### config.mk
export PLATFORM = sky130hd
export DESIGN_NAME = probe_trace_buffer
export DESIGN_NICKNAME = d
export VERILOG_FILES = /design/src/rtl/probe_trace_buffer.sv
export SDC_FILE = /design/constraint.sdc
export NUM_CORES = 1
export LEC_CHECK = 0
export CORE_UTILIZATION = 55
export CTS_CLUSTER_DIAMETER = 40
export DETAILED_ROUTE_END_ITERATION = 7
export DONT_BUFFER_PORTS = 1
export HOLD_SLACK_MARGIN = 0.03
export PLACE_DENSITY = 0.73
export REMOVE_ABC_BUFFERS = 1
export SLEW_MARGIN = 20
export SYNTH_ARGS = -nofsm -noshare
export SYNTH_HDL_FRONTEND = slang
export SYNTH_SLANG_ARGS = --single-unit
### constraint.sdc
create_clock -name clock -period 3.5 [get_ports clock]
set_input_delay 0.525 -clock clock [delete_from_list [all_inputs] [get_ports clock]]
set_output_delay 0.525 -clock clock [all_outputs]
set_load 0.1 [all_outputs]
### src/rtl/probe_trace_buffer.sv
// Change-capture trace buffer: records {probe_value, timestamp} on every probe change into a FIFO.
// Optional PROBE_TRACE_DROP_COUNT_EN adds a saturating drop_count output.
module probe_trace_buffer #(
  parameter int unsigned WIDTH    = 8,
  parameter int unsigned DEPTH    = 16,
  parameter int unsigned TS_WIDTH = 32
) (
  input  logic                     clock,
  input  logic                     reset,
  input  logic                     enable,
  input  logic                     clear,
  input  logic [WIDTH-1:0]         probe_value,
  output logic                     out_valid,
  input  logic                     out_ready,
  output logic [WIDTH-1:0]         out_value,
  output logic [TS_WIDTH-1:0]      out_timestamp,
  output logic [$clog2(DEPTH):0]   count,
  output logic                     overflow
`ifdef PROBE_TRACE_DROP_COUNT_EN
  ,
  output logic [TS_WIDTH-1:0]      drop_count
`endif
);

  localparam int unsigned AW = $clog2(DEPTH);
  localparam int unsigned CW = AW + 1;
  localparam int unsigned EW = WIDTH + TS_WIDTH;

  logic [EW-1:0]       r_mem [DEPTH];
  logic [AW-1:0]       r_wr_ptr;
  logic [AW-1:0]       r_rd_ptr;
  logic [CW-1:0]       r_count;
  logic [TS_WIDTH-1:0] r_ts;
  logic [WIDTH-1:0]    r_last_value;
  logic                r_have_last;

  logic                w_capture;
  logic                w_pop;
  logic                w_full;
  logic                w_push;
  logic                w_drop;
  logic [EW-1:0]       w_head;

  always_comb begin
    w_capture = enable & (~r_have_last | (probe_value != r_last_value));
    w_pop     = (r_count != '0) & out_ready;
    w_full    = (r_count == CW'(DEPTH));
    // A pop on the same edge frees the slot, so a full FIFO still accepts the push.
    w_push    = w_capture & (~w_full | w_pop);
    w_drop    = w_capture & w_full & ~w_pop;
    w_head    = r_mem[r_rd_ptr];
  end

  always_ff @(posedge clock) begin
    if (!reset && !clear && w_push) begin
      r_mem[r_wr_ptr] <= {probe_value, r_ts};
    end
  end

  always_ff @(posedge clock or posedge reset) begin
    if (reset) begin
      r_wr_ptr     <= '0;
      r_rd_ptr     <= '0;
      r_count      <= '0;
      r_ts         <= '0;
      r_last_value <= '0;
      r_have_last  <= 1'b0;
    end else if (clear) begin
      r_wr_ptr    <= '0;
      r_rd_ptr    <= '0;
      r_count     <= '0;
      r_ts        <= '0;
      r_have_last <= 1'b0;
    end else begin
      r_ts <= r_ts + TS_WIDTH'(1);
      if (w_push) begin
        r_wr_ptr <= r_wr_ptr + AW'(1);
      end
      if (w_pop) begin
        r_rd_ptr <= r_rd_ptr + AW'(1);
      end
      case ({w_push, w_pop})
        2'b10:   r_count <= r_count + CW'(1);
        2'b01:   r_count <= r_count - CW'(1);
        default: r_count <= r_count;
      endcase
      if (w_capture) begin
        r_last_value <= probe_value;
      end
      // With enable high and no capture, have_last is already set.
      r_have_last <= enable;
    end
  end

`ifdef PROBE_TRACE_DROP_COUNT_EN
  logic [TS_WIDTH-1:0] r_drop_count;

  always_ff @(posedge clock or posedge reset) begin
    if (reset) begin
      r_drop_count <= '0;
    end else if (clear) begin
      r_drop_count <= '0;
    end else if (w_drop && (r_drop_count != '1)) begin
      r_drop_count <= r_drop_count + TS_WIDTH'(1);
    end
  end

  assign drop_count = r_drop_count;
  assign overflow   = (r_drop_count != '0);
`else
  logic r_overflow;

  always_ff @(posedge clock or posedge reset) begin
    if (reset) begin
      r_overflow <= 1'b0;
    end else if (clear) begin
      r_overflow <= 1'b0;
    end else if (w_drop) begin
      r_overflow <= 1'b1;
    end
  end

  assign overflow = r_overflow;
`endif

  always_comb begin
    out_valid     = (r_count != '0);
    out_value     = '0;
    out_timestamp = '0;
    if (out_valid) begin
      out_value     = w_head[EW-1:TS_WIDTH];
      out_timestamp = w_head[TS_WIDTH-1:0];
    end
    count = r_count;
  end

endmodule

==> summary.md <==
| Metric | Value |
|---|---|
| Fin util | 65.5% |
| Power density cells | 798 nW/um^2 |
| Die X | 225 microns |
| Nets | 1391 |
| Worst-path fanout max | 57 |
| Die ar. | 50400 sq um |
| First-pass GRT wire length | 87100 microns |
| CTS clk-pin slew, worst paths | 60 ps |
| IO Pins | 60 |
| Ys flop type | edfxtp_1 |
| Post-synth top area share | 70.6% |
| Sink Count | 695 |
| Row Count | 81 |
| Violation count after the first detailed-route iteration | 1355 |
| Worst Hold Class | in2reg |
| Clock root cell | clkbuf_16 |
| Placed insts | 1935 |
| Initial Util | 55.7% |
| Worst rel slew slack | 40.1% |
| R2r startpoint | count[1] |
| VDD IR-drop max | 1.17 mV |
| CP Launch Type | register |
| GRT Total Usage | 24.1% |
| Outcome | completed |
| Detail Placement HPWL | 28900 microns |
| Final setup skew | 25.9 ps |
| Tcrit/Tclk final | 98.6% |
| Crit path max-delay family | multiplexers |
| CP cell instances | buf_16 > mux4_2 > mux4_2 > and2_1 > buf_4 |
| Largest net degree at the start of global routing | 58 |
| Max-capacitance violation count | 0 |
| Total design power | 25.6 mW |
| Worst-Margin Slew | 899 ps |
| Placed cell area | 29000 sq um |
| Post-synth EDFFs | 640 |
| Req. time, crit path | 2970 ps |
| DR vias | 13000 |
| Diode count | 0 |
| Max stage delay on crit path | 660 ps |
| Origin of the worst setup path | r_rd_ptr[1] |
| Mapped Cells | 1240 |
| Endpoint class of the critical path | output pin |
| Gpl congestion | 0.734 |
| Vias in the first global route | 13700 |
| Max Freq | 290 MHz |
| Syn avg cell area | 22.0 sq um |
| Area leader, netlist | edfxtp_1 |
| Initial DRT Pass Iterations | 5 |
| DRC Markers | 0 |
| Netlist Area Pre-Place | 27200 sq um |
| Sequential fraction of the synthesis area | 75.6% |
| Worst path most repeated cell | mux4_2 |
| Critical hold path startpoint | probe_value[7] |
| Clk Latency, worst-skew pair | 620 ps |
| Worst Setup Path Type | reg2out |
| Number of CTS-inserted buffers | 77 |
| Drt total wl | 59100 microns |
| Fraction of registers with async set or reset after synthesis | 7.91% |
| Setup TNS | 0 ps |
| Layout cells sized above 1 | 32.1% |
| CTS max path bufs | 3 |
| Port-buffer cells | 0 |
| CP arrival | 2920 ps |
| Slowest CP cell | dfrtp_4 |
| Ranking of synthesized cells by area | edfxtp_1 71%, mux4_2 17%, dfrtp_1 5.1% |
| H-tree depth | 3 |
| Synth Warn # | 0 |
| Drt wl/cell | 28.2 microns |
| Die Ht | 225 microns |
| # setup viols final | 0 |
| Core Box Area | 48800 sq um |
| Initial antenna violation count | 0 |
| Post-synth cell types | 41 |
| Leakage power | 10.3 nW |
| Endpoints failing hold | 0 |
| Slew Limit Fails | 0 |
| Post-route cell area | 32000 sq um |
| Post-DRT Antenna Nets | 0 |
| RSZ-0062 raised after global routing | yes |
| Area Overhead vs Synth | 17.6% |
| Min cycle time layout | 3450 ps |
| CP Buf/Inv Count | 2 |
| GRT overflow | 0 |
| Synth Register Bits | 695 |
| Post-Layout Cell Count | 2096 |
| Vias/cell | 6.22 |
| CTS tree | yes |
[logic make-up (layout without fill, tap and decap cells)]
kind of cell	after synthesis	count (layout)	share of synthesized area, %
buffers and inverters	70	262	1.30
AOI/OAI and AO/OA	21	21	0.478
and+or+nand+nor	187	187	3.61
DFF	695	695	75.6
muxes	215	215	17.1
adders and majority gates	10	10	0.487
xor gates and xnor gates	42	42	1.35
[metrics by stage]
stage / hold WS (ps) / setup WS [ps]
2_1_floorplan: 486 / -4820
3_3_place_gp: 499 / 527
3_5_place_dp: 507 / 496
4_1_cts: 34.8 / 5.14
5_1_grt: 50.6 / -19.8
6_report: 59.8 / 50.3
[state kept, by name, indices dropped and copies added, names as in the netlist]
| register | cells |
|---|---|
| count | 5 |
| overflow | 1 |
| r_have_last | 1 |
| r_last_value | 8 |
| r_mem | 640 |
| r_rd_ptr | 4 |
| r_ts | 32 |
| r_wr_ptr | 4 |
[cell usage in the layout, fill, tap and decap left out, drive strengths merged, types with 3 or more instances in the layout]
cell type	netlist	layout
edfxtp	640	640
mux4	200	200
clkbuf	31	99
buf	30	98
nor2	57	57
dfrtp	55	55
and2	42	42
xnor2	29	29
nand2	18	18
clkinv	0	18
inv	9	17
nand3	13	13
xor2	13	13
nand4	11	11
nor3	11	11
bufinv	0	11
mux2	11	11
clkinvlp	0	10
ha	9	9
dlygate4sd3	0	9
a21oi	8	8
nor2b	7	7
and4	7	7
nand2b	6	6
nor4	6	6
o21ai	5	5
mux2i	4	4
or3	3	3
and3	3	3
[synthesized netlist by cell type, types with 2 or more instances]
| library cell | n |
|---|---|
| buf_2 | 12 |
| nor2_1 | 57 |
| nand4_1 | 11 |
| nor2b_1 | 7 |
| or4_1 | 2 |
| or3_1 | 3 |
| clkbuf_1 | 30 |
| mux2_2 | 6 |
| nand2_1 | 18 |
| nor4_1 | 5 |
| o21ai_1 | 5 |
| mux2i_1 | 4 |
| mux4_2 | 200 |
| inv_1 | 8 |
| and3_1 | 3 |
| nand3_1 | 13 |
| ha_1 | 9 |
| edfxtp_1 | 640 |
| and4_1 | 7 |
| mux2_1 | 5 |
| a21o_1 | 2 |
| a21oi_1 | 8 |
| buf_1 | 8 |
| nand2b_1 | 6 |
| buf_6 | 10 |
| nor3_1 | 11 |
| xnor2_1 | 29 |
| dfrtp_1 | 55 |
| xor2_1 | 13 |
| and2_1 | 42 |
[final cells by class]
type | instances | area [sq um]
clock inverter | 47 | 632
multi-input combinational | 475 | 6410
sequential | 695 | 20600
timing repair buffer | 110 | 1420
clock buffer | 96 | 2080
inverter | 9 | 33.8
fill | 3088 | 16800
tap | 664 | 831
[report_power, final]
| group | switching [mW] | internal [mW] |
|---|---|---|
| clock | 3.33 | 5.12 |
| sequential | 0.0992 | 9.09 |
| combinational | 4.97 | 2.95 |
[path summary, 6_finish.rpt]
kind | endpoint | slack (ps) | cells past startpoint
worst min-delay path | r_last_value[7] | 60 | 1
worst max register to register | count[4] | 530 | 9
max in group asynchronous | r_ts[23] | 2110 | 3
worst min register to register | r_last_value[7] | 530 | 1
worst max-delay path | out_timestamp[30] | 50 | 5
min in group asynchronous | r_last_value[3] | 540 | 2
[worst reg2reg max path, stage by stage (launching register included)]
cell      delay, ps
dfrtp_1         390
nor4_2          520
a21oi_1         360
nor2b_1         300
fa_1            430
a21o_1          200
a21oi_1         300
and4_1          240
o21bai_1         70
nand4_1          90
[metal layers]
| layer | routed length [microns] | global-route usage, % |
|---|---|---|
| met3 | 3980 | 4.14 |
| met4 | 1310 | 7.72 |
| met1 | 23800 | 33.2 |
| met5 | 0 | 0 |
| met2 | 30100 | 39.9 |
[repair_timing]
action	in CTS	in global routing
endpoints found under the hold margin	201	0
resized for setup	5	12
cloned	1	3
hold buffers	10	0
setup endpoints to repair	28	16
buffers inserted	4	0
Note: power is estimated with default switching activity, not from simulation.
